===== src/rtl/vend_pkg.sv =====
`default_nettype none
// ---------------------------------------------------------------------------
// vend_pkg : shared encodings and defaults for the vending mechanism block
// Revision : 1.0
// ---------------------------------------------------------------------------
package vend_pkg;

    typedef enum logic [1:0] {
        IDLE     = 2'b00,
        MOTOR    = 2'b01,
        SOLENOID = 2'b10,
        HOLD     = 2'b11
    } act_state_t;

    localparam int DEF_DEB_CYC   = 4;
    localparam int DEF_MOTOR_CYC = 8;
    localparam int DEF_SOL_CYC   = 3;

    // One extra bit above clog2 so a counter loaded with the largest length never wraps.
    function automatic int cnt_width(input int a, input int b, input int c);
        int m;
        m = a;
        if (b > m) m = b;
        if (c > m) m = c;
        return $clog2(m) + 1;
    endfunction

endpackage
`default_nettype wire


===== src/rtl/vend_debounce.sv =====
`default_nettype none
// ---------------------------------------------------------------------------
// vend_debounce : 2-flop synchronizer, debounce filter and rising-edge pulse
// Revision : 1.0
// ---------------------------------------------------------------------------
module vend_debounce
    import vend_pkg::*;
#(
    parameter int DEB_CYC = DEF_DEB_CYC
) (
    input  logic clk,
    input  logic rst,
    input  logic raw,
    output logic level,
    output logic rise
);

    localparam int            CW       = $clog2(DEB_CYC) + 1;
    localparam logic [CW-1:0] DEB_LAST = CW'(DEB_CYC - 1);

    logic          s1;
    logic          s2;
    logic [CW-1:0] cnt;

    always_ff @(posedge clk) begin
        if (rst) begin
            s1    <= 1'b0;
            s2    <= 1'b0;
            cnt   <= '0;
            level <= 1'b0;
            rise  <= 1'b0;
        end else begin
            s1   <= raw;
            s2   <= s1;
            rise <= 1'b0;
            if (s2 != level) begin
                // The new level must persist for DEB_CYC consecutive samples.
                if (cnt == DEB_LAST) begin
                    level <= s2;
                    cnt   <= '0;
                    rise  <= s2;
                end else begin
                    cnt <= cnt + 1'b1;
                end
            end else begin
                cnt <= '0;
            end
        end
    end

endmodule
`default_nettype wire


===== src/rtl/vend_mech_ctrl.sv =====
`default_nettype none
// ---------------------------------------------------------------------------
// vend_mech_ctrl : input conditioning, event arbitration and actuator timing
// Revision : 1.0
// ---------------------------------------------------------------------------
module vend_mech_ctrl
    import vend_pkg::*;
#(
    parameter int DEB_CYC   = DEF_DEB_CYC,
    parameter int MOTOR_CYC = DEF_MOTOR_CYC,
    parameter int SOL_CYC   = DEF_SOL_CYC
) (
    input  logic clk,
    input  logic rst,
    input  logic coin50_raw,
    input  logic coin100_raw,
    input  logic cancel_raw,
    input  logic dispense,
    input  logic money_return,
    input  logic insert_coin,
    output logic fifty,
    output logic dollar,
    output logic cancel,
    output logic motor_on,
    output logic solenoid_on,
    output logic coin_lamp,
    output logic vend_done,
    output logic busy
);

    localparam int            CW         = cnt_width(MOTOR_CYC, SOL_CYC, DEB_CYC);
    localparam logic [CW-1:0] MOTOR_LOAD = CW'(MOTOR_CYC - 1);
    localparam logic [CW-1:0] SOL_LOAD   = CW'(SOL_CYC - 1);

    logic [2:0] raw_vec;
    logic [2:0] level_vec;
    logic [2:0] rise_vec;

    act_state_t    state;
    logic [CW-1:0] cnt;
    logic          pending_return;

    assign raw_vec = {cancel_raw, coin100_raw, coin50_raw};

    generate
        for (genvar i = 0; i < 3; i++) begin : g_deb
            vend_debounce #(
                .DEB_CYC (DEB_CYC)
            ) u_deb (
                .clk   (clk),
                .rst   (rst),
                .raw   (raw_vec[i]),
                .level (level_vec[i]),
                .rise  (rise_vec[i])
            );
        end
    endgenerate

    // Coins arriving during a mechanical cycle are dropped; cancel always passes.
    assign cancel = rise_vec[2];
    assign dollar = rise_vec[1] & ~rise_vec[2] & ~busy;
    assign fifty  = rise_vec[0] & ~rise_vec[1] & ~rise_vec[2] & ~busy;

    always_ff @(posedge clk) begin
        if (rst) begin
            state          <= IDLE;
            cnt            <= '0;
            pending_return <= 1'b0;
            motor_on       <= 1'b0;
            solenoid_on    <= 1'b0;
            vend_done      <= 1'b0;
            busy           <= 1'b0;
            coin_lamp      <= 1'b0;
        end else begin
            coin_lamp <= insert_coin;
            vend_done <= 1'b0;
            if (money_return && (state != IDLE)) begin
                pending_return <= 1'b1;
            end
            case (state)
                IDLE: begin
                    if (dispense) begin
                        state    <= MOTOR;
                        cnt      <= MOTOR_LOAD;
                        motor_on <= 1'b1;
                        busy     <= 1'b1;
                        if (money_return) begin
                            pending_return <= 1'b1;
                        end
                    end else if (money_return || pending_return) begin
                        state          <= SOLENOID;
                        cnt            <= SOL_LOAD;
                        solenoid_on    <= 1'b1;
                        busy           <= 1'b1;
                        pending_return <= 1'b0;
                    end
                end
                MOTOR: begin
                    if (cnt == '0) begin
                        state     <= HOLD;
                        motor_on  <= 1'b0;
                        vend_done <= 1'b1;
                    end else begin
                        cnt <= cnt - 1'b1;
                    end
                end
                SOLENOID: begin
                    if (cnt == '0) begin
                        state       <= HOLD;
                        solenoid_on <= 1'b0;
                    end else begin
                        cnt <= cnt - 1'b1;
                    end
                end
                HOLD: begin
                    // Wait for dispense to drop so a held request vends only once.
                    if (!dispense) begin
                        state <= IDLE;
                        busy  <= 1'b0;
                    end
                end
                default: begin
                    state <= IDLE;
                    busy  <= 1'b0;
                end
            endcase
        end
    end

endmodule
`default_nettype wire


===== config.mk =====
export PLATFORM = sky130hd
export DESIGN_NAME = vend_mech_ctrl
export DESIGN_NICKNAME = d
export VERILOG_FILES = /design/src/rtl/vend_pkg.sv /design/src/rtl/vend_debounce.sv /design/src/rtl/vend_mech_ctrl.sv
export SDC_FILE = /design/constraint.sdc
export NUM_CORES = 1
export LEC_CHECK = 0
export CAP_MARGIN = 5
export CORE_MARGIN = 5
export CORE_UTILIZATION = 45
export CTS_BUF_LIST = sky130_fd_sc_hd__clkbuf_4 sky130_fd_sc_hd__clkbuf_8
export DETAILED_ROUTE_END_ITERATION = 7
export DONT_BUFFER_PORTS = 1
export GPL_TIMING_DRIVEN = 0
export SLEW_MARGIN = 10
export SYNTH_ARGS = -nofsm -noshare
export SYNTH_HDL_FRONTEND = slang
export SYNTH_SLANG_ARGS = --single-unit

===== constraint.sdc =====
create_clock -name clk -period 3.45 [get_ports clk]
set_input_delay 0.1725 -clock clk [delete_from_list [all_inputs] [get_ports clk]]
set_output_delay 0.1725 -clock clk [all_outputs]
set_load 0.01 [all_outputs]

==> impl_metrics.yaml <==
drt:
  drc: 0
  drt_iter0_markers: 38
  vias: 980
  drtPass1Iterations: 4
  totalWireLength_um: 2491
  final_antenna_net_count: 0
  wire_per_inst_um: 13.39
  viasPerCell: 5.269
job:
  cap_violations: 0
critical_path:
  path_buf_inv: 2
  crit_arrival_ns: 2.03
  crit_path_top_delay_cell: "a211oi_1"
  regToRegSetupSlack_ns: 1.63
  crit_cells: 6
  reg2reg_to: "cnt[2]"
  critPathMaxStageDelay_ns: 0.41
  cpLargestDelayFamily: "compound AO/OA/AOI/OAI gates"
  r2r.worst_path.cells: 6
  crit_end: "cnt[2]"
  end_kind: "flop"
  crit_type: "flop to flop"
  start_kind: "flop"
  crit_fanout: 10
  startpoint: "state[0]"
  r2r-start: "state[0]"
  required_ns: 3.66
  crit_chain: "inv_1 > ha_1 > buf_2 > a211oi_1 > mux2i_1 > nor2_1"
floorplan:
  placement_rows: 20
  initial_core_util_pct: 46.08
  die_area_mm2: 0.004284
  die_y_um: 65.46
  fp.dieW_um: 65.46
  core_mm2: 0.003003
  io_pins: 16
placement:
  dpl-instance-area_mm2: 0.001425
  placed_cells: 172
  io_buffers: 0
  routabilityCongestion: 0.7846
  dp_slack_ns: 1.682
  dpl.hpwl_um: 1734
power:
  peakVddDrop_v: 0.0002793
  power.total_mw: 1.075
  power.leakage_nw: 0.5964
  power_density_mw_per_mm2: 698.2
timing:
  finalSetupViolations: 0
  relSlewSlack_pct: 61.13
  rsz0062_at_grt: "false"
  finClkSkew_ns: 0.01040
  fin_crit_ns: 1.822
  finalCritPeriodShare_pct: 52.81
  max_freq_mhz: 548.9
  finalWorstSetupSlack_ns: 1.628
  fin_setup_tns_ns: 0
  finalHoldViolCount: 0
  worst_slew_pin_slew_ns: 0.5750
  slew_viol_final: 0
clock_tree:
  htreeDepth: 2
  clk_latency_ns: 0.34
  cts_setup_buffers: 0
  cts_buffer_depth: 2
  cts_tree: "yes"
  path_clk_slew_ns: 0.11
  cts_made_buffers: 5
  clkSinkCount: 33
  clockRootBuffer: "clkbuf_4"
grt:
  met3_usage_pct: 7.009
  busiest_layer: "met2"
  gr-total-overflow: 0
  grt_pass1_vias: 1021
  grt_use_met2_pct: 23.26
  track_usage_pct: 13.79
  antenna_found_initial: 0
  grt.met1_usage_pct: 13.88
  grt_max_degree: 12
  grt_first_pass_wirelength_um: 4381
hold_path:
  hp-class: "input port to flop"
  min-delay-start: "rst"
  whs_path_depth: 2
synthesis:
  yosys_warnings: 0
  synthCells: 139
  synth.distinct_cells: 30
  syn_avg_cell_area_um2: 9.956
  netlist_area_mm2: 0.001384
  syn-num-nets: 158
  yosysSeqAreaShare_pct: 47.74
  ys_ff_latch: 33
cells_and_area:
  nFillCells: 296
  synthToLayoutAreaGrowth_pct: 11.30
  fin_cells: 186
  nNetsFinal: 171
  stdcell_area_mm2: 0.001540
  antennaDiodeCount: 0
  drive_gt1_share_pct: 9.150
outcome:
  status: "completed"
[area by class of cell]
cell class | count | area (um2) | share of cell area, %
clock buffers | 5 | 37.54 | 2.437
plain buffers | 4 | 17.52 | 1.137
inverters | 10 | 37.54 | 2.437
repair buffers | 6 | 60.06 | 3.899
flip-flops and latches | 33 | 660.6 | 42.89
clock inverters | 3 | 17.52 | 1.137
well taps | 33 | 41.29 | 2.681
multi-input cells | 92 | 668.1 | 43.38
[cell families after synthesis]
logic type | Yosys count | synth area share (%)
muxes | 4 | 2.893
and+or+nand+nor | 54 | 22.69
AOI/OAI and AO/OA | 19 | 10.22
DFF | 33 | 47.74
xor gates and xnor gates | 4 | 2.531
buffers and inverters | 14 | 3.978
adders and majority gates | 11 | 9.946
[how the worst min path moves through the flow]
stage / end
after floorplan: g_deb[2].u_deb.s1
after global placement: g_deb[2].u_deb.s1
after detailed placement: g_deb[2].u_deb.s1
after CTS: g_deb[2].u_deb.cnt[1]
after global routing: g_deb[1].u_deb.cnt[1]
final: g_deb[1].u_deb.cnt[1]
[report_power, final]
part | internal [mW] | total, mW | switching (mW) | leakage, nW
Combinational | 0.173 | 0.376 | 0.203 | 0.295
Clock | 0.0768 | 0.211 | 0.134 | 0.0310
Sequential | 0.431 | 0.488 | 0.0577 | 0.270
Total | 0.681 | 1.08 | 0.395 | 0.596
[repair_timing]
| item | in CTS | in global routing |
|---|---|---|
| hold endpoints to repair | 7 | 1 |
| hold buffers | 5 | 1 |
| resized for setup | 0 | 0 |
[metrics by stage]
stage                     util, %  hold WS, ns
after floorplan                 -       0.2441
after global routing        51.29     0.005395
after detailed placement    47.46       0.2509
after global placement      47.46       0.2474
final                       51.29      0.03825
after CTS                   50.96      0.01508
[cells in the mapped netlist]
cell type | n | area, um2
a211oi_1 | 2 | 15.01
a21oi_1 | 9 | 45.04
a221oi_4 | 1 | 26.28
a311oi_1 | 2 | 17.52
buf_2 | 1 | 5.000
clkbuf_1 | 2 | 7.510
clkbuf_2 | 1 | 5.000
dfxtp_1 | 33 | 660.6
ha_1 | 11 | 137.6
inv_1 | 10 | 37.54
mux2i_1 | 4 | 40.04
nand2_1 | 3 | 11.26
nand2b_1 | 3 | 18.77
nand3_1 | 1 | 5.000
nand4_1 | 2 | 12.51
nor2_1 | 23 | 86.33
nor2b_1 | 7 | 43.79
nor3b_1 | 5 | 37.54
nor4_1 | 1 | 6.260
nor4b_1 | 1 | 8.760
nor4b_4 | 1 | 23.77
nor4bb_1 | 3 | 30.03
o21a_1 | 1 | 7.510
o21ai_0 | 1 | 5.000
o21bai_1 | 1 | 7.510
o31a_2 | 1 | 10.01
o31ai_1 | 1 | 7.510
or3_1 | 3 | 18.77
or3b_4 | 1 | 11.26
xnor2_1 | 4 | 35.03
[registers in the layout, summed over array words and instances (netlist names)]
name	count
g_deb.u_deb.s2	3
coin_lamp	1
g_deb.u_deb.rise	3
g_deb.u_deb.s1	3
g_deb.u_deb.cnt	9
solenoid_on	1
motor_on	1
g_deb.u_deb.level	3
cnt	4
busy	1
pending_return	1
state	2
vend_done	1
[cells in the final DEF, fill, tap and decap left out, types with 2 or more instances in the layout]
master	count
nor2_1	23
a311oi_1	2
nor2b_1	7
inv_1	10
clkinv_2	2
dfxtp_1	33
nor4bb_1	3
a21oi_1	9
nor3b_1	5
a211oi_1	2
clkbuf_4	5
nand2b_1	3
mux2i_1	4
nand4_1	2
dlygate4sd3_1	6
xnor2_1	4
or3_1	3
ha_1	11
nand2_1	3
clkbuf_1	2
[metal layers]
layer  wire (um)  up-vias
met4          59        0
met1        1073      448
met5           0        -
met2        1176       22
li1            -      504
met3         182        6
No activity file was read; power rests on OpenSTA's default activity.
